## src/rtl/adder_cla_pipe.sv

```systemverilog
// Pipelined carry-lookahead adder/subtractor. One SEG_W-bit CLA segment per stage,
// with a combinational valid/ready chain so that empty stages absorb bubbles.
module adder_cla_pipe #(
  parameter int unsigned WIDTH = 32,
  parameter int unsigned SEG_W = 8
) (
  input  logic             clk,
  input  logic             rst_n,
  input  logic             in_valid,
  output logic             in_ready,
  input  logic [WIDTH-1:0] a,
  input  logic [WIDTH-1:0] b,
  input  logic             cin,
  input  logic             sub,
  output logic             out_valid,
  input  logic             out_ready,
  output logic [WIDTH-1:0] sum,
  output logic             cout,
  output logic             ovf
);

  localparam int unsigned NSEG = WIDTH / SEG_W;

  logic [NSEG-1:0]  vld;
  logic [NSEG-1:0]  adv;
  logic [NSEG-1:0]  ld_v;

  logic [WIDTH-1:0] r_sum [NSEG];
  logic [WIDTH-1:0] r_a   [NSEG];
  logic [WIDTH-1:0] r_b   [NSEG];
  logic             r_c   [NSEG];
  logic             r_sub [NSEG];
  logic             r_cm;

  logic [WIDTH-1:0] src_a   [NSEG];
  logic [WIDTH-1:0] src_b   [NSEG];
  logic             src_sub [NSEG];
  logic [WIDTH-1:0] nx_sum  [NSEG];
  logic             nx_c    [NSEG];
  logic             nx_cm;

  // A stage may load when it is empty or its contents move on this cycle.
  always_comb begin
    adv = '0;
    adv[NSEG-1] = ~vld[NSEG-1] | out_ready;
    for (int unsigned i = 1; i < NSEG; i++) begin
      adv[NSEG-1-i] = ~vld[NSEG-1-i] | adv[NSEG-i];
    end
  end

  assign in_ready = adv[0];

  for (genvar k = 0; k < NSEG; k++) begin : g_stage
    logic [WIDTH-1:0] prev_sum;
    logic [WIDTH-1:0] merged;
    logic [SEG_W-1:0] sa;
    logic [SEG_W-1:0] sb;
    logic             seed;
    logic [SEG_W-1:0] p;
    logic [SEG_W-1:0] g;
    logic [SEG_W:0]   c;

    if (k == 0) begin : g_first
      assign src_a[k]   = a;
      assign src_b[k]   = sub ? ~b : b;
      assign src_sub[k] = sub;
      assign seed       = sub ? ~cin : cin;
      assign prev_sum   = '0;
      assign ld_v[k]    = in_valid;
    end else begin : g_next
      assign src_a[k]   = r_a[k-1];
      assign src_b[k]   = r_b[k-1];
      assign src_sub[k] = r_sub[k-1];
      assign seed       = r_c[k-1];
      assign prev_sum   = r_sum[k-1];
      assign ld_v[k]    = vld[k-1];
    end

    assign sa = src_a[k][k*SEG_W +: SEG_W];
    assign sb = src_b[k][k*SEG_W +: SEG_W];
    assign p  = sa ^ sb;
    assign g  = sa & sb;

    // Each carry is a flat sum of generate/propagate products, not a ripple.
    always_comb begin
      logic pp;
      pp   = 1'b0;
      c    = '0;
      c[0] = seed;
      for (int unsigned i = 0; i < SEG_W; i++) begin
        c[i+1] = g[i];
        pp     = p[i];
        for (int unsigned jj = 0; jj < i; jj++) begin
          c[i+1] = c[i+1] | (pp & g[i-1-jj]);
          pp     = pp & p[i-1-jj];
        end
        c[i+1] = c[i+1] | (pp & seed);
      end
    end

    always_comb begin
      merged = prev_sum;
      merged[k*SEG_W +: SEG_W] = p ^ c[SEG_W-1:0];
    end

    assign nx_sum[k] = merged;
    assign nx_c[k]   = c[SEG_W];

    if (k == NSEG - 1) begin : g_last
      assign nx_cm = c[SEG_W-1];
    end
  end

  always_ff @(posedge clk or negedge rst_n) begin
    if (!rst_n) begin
      vld  <= '0;
      r_cm <= 1'b0;
      for (int unsigned i = 0; i < NSEG; i++) begin
        r_sum[i] <= '0;
        r_a[i]   <= '0;
        r_b[i]   <= '0;
        r_c[i]   <= 1'b0;
        r_sub[i] <= 1'b0;
      end
    end else begin
      for (int unsigned i = 0; i < NSEG; i++) begin
        if (adv[i]) begin
          vld[i] <= ld_v[i];
          if (ld_v[i]) begin
            r_sum[i] <= nx_sum[i];
            r_a[i]   <= src_a[i];
            r_b[i]   <= src_b[i];
            r_c[i]   <= nx_c[i];
            r_sub[i] <= src_sub[i];
          end
        end
      end
      if (adv[NSEG-1] && ld_v[NSEG-1]) begin
        r_cm <= nx_cm;
      end
    end
  end

  assign out_valid = vld[NSEG-1];
  assign sum       = r_sum[NSEG-1];
  assign cout      = r_c[NSEG-1] ^ r_sub[NSEG-1];
  assign ovf       = r_cm ^ r_c[NSEG-1];

endmodule
```

## config.mk

```make
export PLATFORM = sky130hd
export DESIGN_NAME = adder_cla_pipe
export DESIGN_NICKNAME = d
export VERILOG_FILES = /design/src/rtl/adder_cla_pipe.sv
export SDC_FILE = /design/constraint.sdc
export NUM_CORES = 1
export LEC_CHECK = 0
export CAP_MARGIN = 10
export CORE_MARGIN = 2
export CORE_UTILIZATION = 56
export DETAILED_ROUTE_END_ITERATION = 16
export HOLD_SLACK_MARGIN = 0.1
export PLACE_DENSITY = 0.84
export SETUP_SLACK_MARGIN = 0.05
export SKIP_LAST_GASP = 1
export SLEW_MARGIN = 20
export SYNTH_ARGS = -nofsm -noshare
export SYNTH_HDL_FRONTEND = slang
export SYNTH_SLANG_ARGS = --single-unit
```

## constraint.sdc

```tcl
create_clock -name clk -period 2 [get_ports clk]
set_input_delay 0.3 -clock clk [delete_from_list [all_inputs] [get_ports clk]]
set_output_delay 0.3 -clock clk [all_outputs]
set_load 0.02 [all_outputs]
```

==> flow_summary_export.csv <==
group,metric,value,unit
floorplan,die-area,16170,sq um
critical_path,end_kind,"flip-flop",
timing,holdWs,380.7,ps
critical_path,r2r-end,"g_stage[2].seed",
synth,ys_seq_area_share,55.69,%
floorplan,initial_core_util,56.50,%
layout,seq_area,4731,sq um
global_route,grt_pass1_vias,6051,
synth,synth_compound_area_share,7.646,%
routing,drc,0,
synth,synth_top_area_cell,"dfrtp_1",
critical_path,arrival,2290,ps
floorplan,fp.dieH,127.2,um
synth,syn_inst,665,
power_and_ir_drop,peakVddDrop,0.0006963,V
synth,synth_flop_cell,"dfrtp_1",
cts,clock_latency,440,ps
floorplan,rows,45,
routing,drt-pass1-iter-count,5,
synth,synth_top_family_by_area,"multiplexers",
layout,fillCellCount,992,
routing,vias,5531,
synth,yosys.area_share.simple,5.539,%
synth,syn-num-nets,773,
critical_path,crit_start,"g_stage[1].sa[2]",
layout,antennaDiodeCount,0,
critical_path,worstPathMaxFanout,3,
place,io_buffer_count,105,
place,pre_cts_ws,-238.5,ps
timing,period_share,95.36,%
cts,cts.sinks,189,
outcome,status,"finished clean",
global_route,globalRouteTotalUtil,22.79,%
critical_path,cp_data_required_time,2380,ps
cts,cts_buffer_depth,2,
timing,max-slew-margin-rel,72.58,%
global_route,grt_pass1_wl,28860,um
routing,ant_nets,0,
cts,path_clk_slew,70,ps
layout,final_nets,907,
timing,max_freq,0.5244,GHz
critical_path,reg2reg_from,"g_stage[1].sa[2]",
synth,synth_cell_type_count,45,
cts,tritoncts,"yes",
critical_path,endpoint,"g_stage[2].seed",
synth,synth_top_area_share,55.69,%
global_route,grt_max_degree,50,
cts,clock-root-buffer,"clkbuf_16",
timing,finalMaxSlewViolations,0,
synth,synth_xor_area_share,5.966,%
synth,synth_warnings,0,
place,hpwl,11670,um
critical_path,start_kind,"flip-flop",
global_route,overflow,0,
power_and_ir_drop,powerDensity,1370,nW/um^2
synth,synthTopCellsByArea,"dfrtp_1, mux2_2, ha_1",
layout,stdcell_area,10730,sq um
timing,rsz0062_at_grt,"no",
place,placed_area,10010,sq um
layout,multi_input_area,3706,sq um
timing,postLayoutSetupSlackWorst,92.89,ps
hold_path,hp-class,"in -> async",
synth,synth-edff-count,0,
critical_path,reg2reg_slack,90,ps
critical_path,crit_type,"reg -> reg",
routing,wirelength,17320,um
routing,drt_iter0_markers,250,
floorplan,core_area,15030,sq um
timing,finalSetupViolCount,0,
global_route,antenna_found_initial,0,
critical_path,r2r_cells,6,
layout,areaGrowthSynthToFinish,26.38,%
timing,fin_skew,12.77,ps
timing,worst_pin_slew,411.3,ps
synth,synth_area_per_cell,12.77,sq um
power_and_ir_drop,p_leak,0.004678,uW
place,gp_congestion,0.8208,
routing,wl_per_cell,17.32,um
timing,hold_viol,0,
timing,period_minus_slack,1907,ps
synth,synth_mux_area_share,17.10,%
flow_run,timing.max_cap.violations,0,
layout,drive_gt1_share,27.59,%
synth,ys_ff_latch,189,
floorplan,io_pins,106,
synth,netlist_area,8493,sq um
routing,viasPerCell,5.531,
cts,numCtsBuffers,17,
synth,synth_fa_ha_area_share,5.952,%
timing,setup_tns,0,ps
synth,async_reset_ff_share,100.0,%
floorplan,die_width,127.2,um
cts,htree_levels,4,
## synth_stat cells, drive strengths merged (2+ instances only)
cell type / number
a211oi: 3
a21o: 8
a21oi: 10
a31oi: 4
and3: 2
buf: 17
clkbuf: 12
dfrtp: 189
fa: 4
ha: 34
inv: 12
mux2: 129
nand2: 61
nand2b: 7
nand3: 5
nor2: 6
nor3: 10
o211ai: 2
o21a: 5
o21ai: 62
o21bai: 2
o31a: 2
o31ai: 6
or3b: 2
xnor2: 32
xor2: 25
## logic make-up after synthesis
| logic type | after synthesis |
|---|---|
| xor+xnor | 57 |
| flops | 189 |
| mux | 129 |
| compound gates | 109 |
| fa+ha+maj | 38 |
| buf+inv | 41 |
| simple gates | 102 |
## routing by layer
layer / vias up / routed length, um / global-route usage (%)
met5: - / 0 / 0
met2: 108 / 9505 / 41.14
li1: 2604 / - / -
met4: 0 / 457 / 10.15
met3: 35 / 456 / 3.853
met1: 2784 / 6898 / 26.82
## sequential cells by signal, summed over array words and instances, names as in the netlist
| signal | flops |
|---|---|
| g_stage.prev_sum | 48 |
| sum | 32 |
| g_stage.sa | 24 |
| g_stage.sb | 24 |
| r_a | 24 |
| r_b | 24 |
| r_sub | 4 |
| vld | 4 |
| g_stage.seed | 3 |
| r_c | 1 |
| r_cm | 1 |
## where the power goes
part / internal [uW] / leakage, uW / total, uW / switching, uW
clock: 1830 / 0.000274 / 3270 / 1440
sequential: 5160 / 0.00226 / 6000 / 845
combinational: 2910 / 0.00214 / 5430 / 2520
## cells in the final DEF, fill, tap and decap left out, types with 3 or more instances in the layout
master | netlist | layout
buf_4 | 0 | 30
xor2_1 | 24 | 24
buf_12 | 0 | 8
clkinv_4 | 0 | 4
nor3_1 | 10 | 10
nor2_1 | 6 | 6
clkinv_2 | 0 | 5
inv_1 | 12 | 12
clkdlybuf4s50_1 | 0 | 100
clkbuf_16 | 0 | 17
nand3_1 | 4 | 4
fa_1 | 4 | 4
o31ai_1 | 6 | 6
nand2_1 | 61 | 57
a21oi_1 | 10 | 10
a31oi_1 | 4 | 4
dfrtp_1 | 189 | 188
a211oi_2 | 0 | 3
nand2_2 | 0 | 4
clkinvlp_4 | 0 | 4
dlygate4sd2_1 | 0 | 3
o21a_1 | 5 | 5
ha_4 | 0 | 6
o21ai_1 | 1 | 6
nand2b_1 | 7 | 7
a21o_1 | 8 | 8
ha_1 | 34 | 28
mux2_2 | 129 | 129
xnor2_1 | 32 | 31
o21ai_0 | 61 | 55
## critical path, stage by stage (launching register included)
cell     delay (ps)
dfrtp_1         400
ha_1            340
o21ai_1         120
o21ai_0         160
or3b_2          500
o21ai_1         170
mux2_2          160
## repair_timing
item                                    4_1_cts  5_1_grt
hold buffers                                  1        0
endpoints found under the setup margin       11       11
gates resized for setup                      12        9
hold endpoints to repair                     44        0
buffers inserted                              0        6
pin swaps                                     1        0
## cell type report
cell class	instances	area share, %
clock buffer	17	3.963
clock inverter	15	1.399
inverter	12	0.4196
multi-input combinational	435	34.53
sequential	189	44.07
tap	188	2.191
timing repair buffer	144	13.43
## worst min path at each step
stage                                         to  depth (start not counted)  slack [ps]
final                           g_stage[1].sa[5]                          2         380
after global routing            g_stage[1].sa[5]                          2         410
after CTS                       g_stage[1].sa[5]                          2         370
after detailed placement        g_stage[1].sa[5]                          1         280
after global placement                   sum[11]                          1         270
after floorplan           g_stage[1].prev_sum[0]                          0           4
## stage by stage
step,total power [uW],utilization [%],cells
global route,15550,71.40,1000
global placement,10730,66.56,961
floorplan,9107,-,665
CTS,14600,70.79,994
detailed placement,11120,66.56,961
finish,14700,71.40,1000
Note: power is estimated with default switching activity, not from simulation.
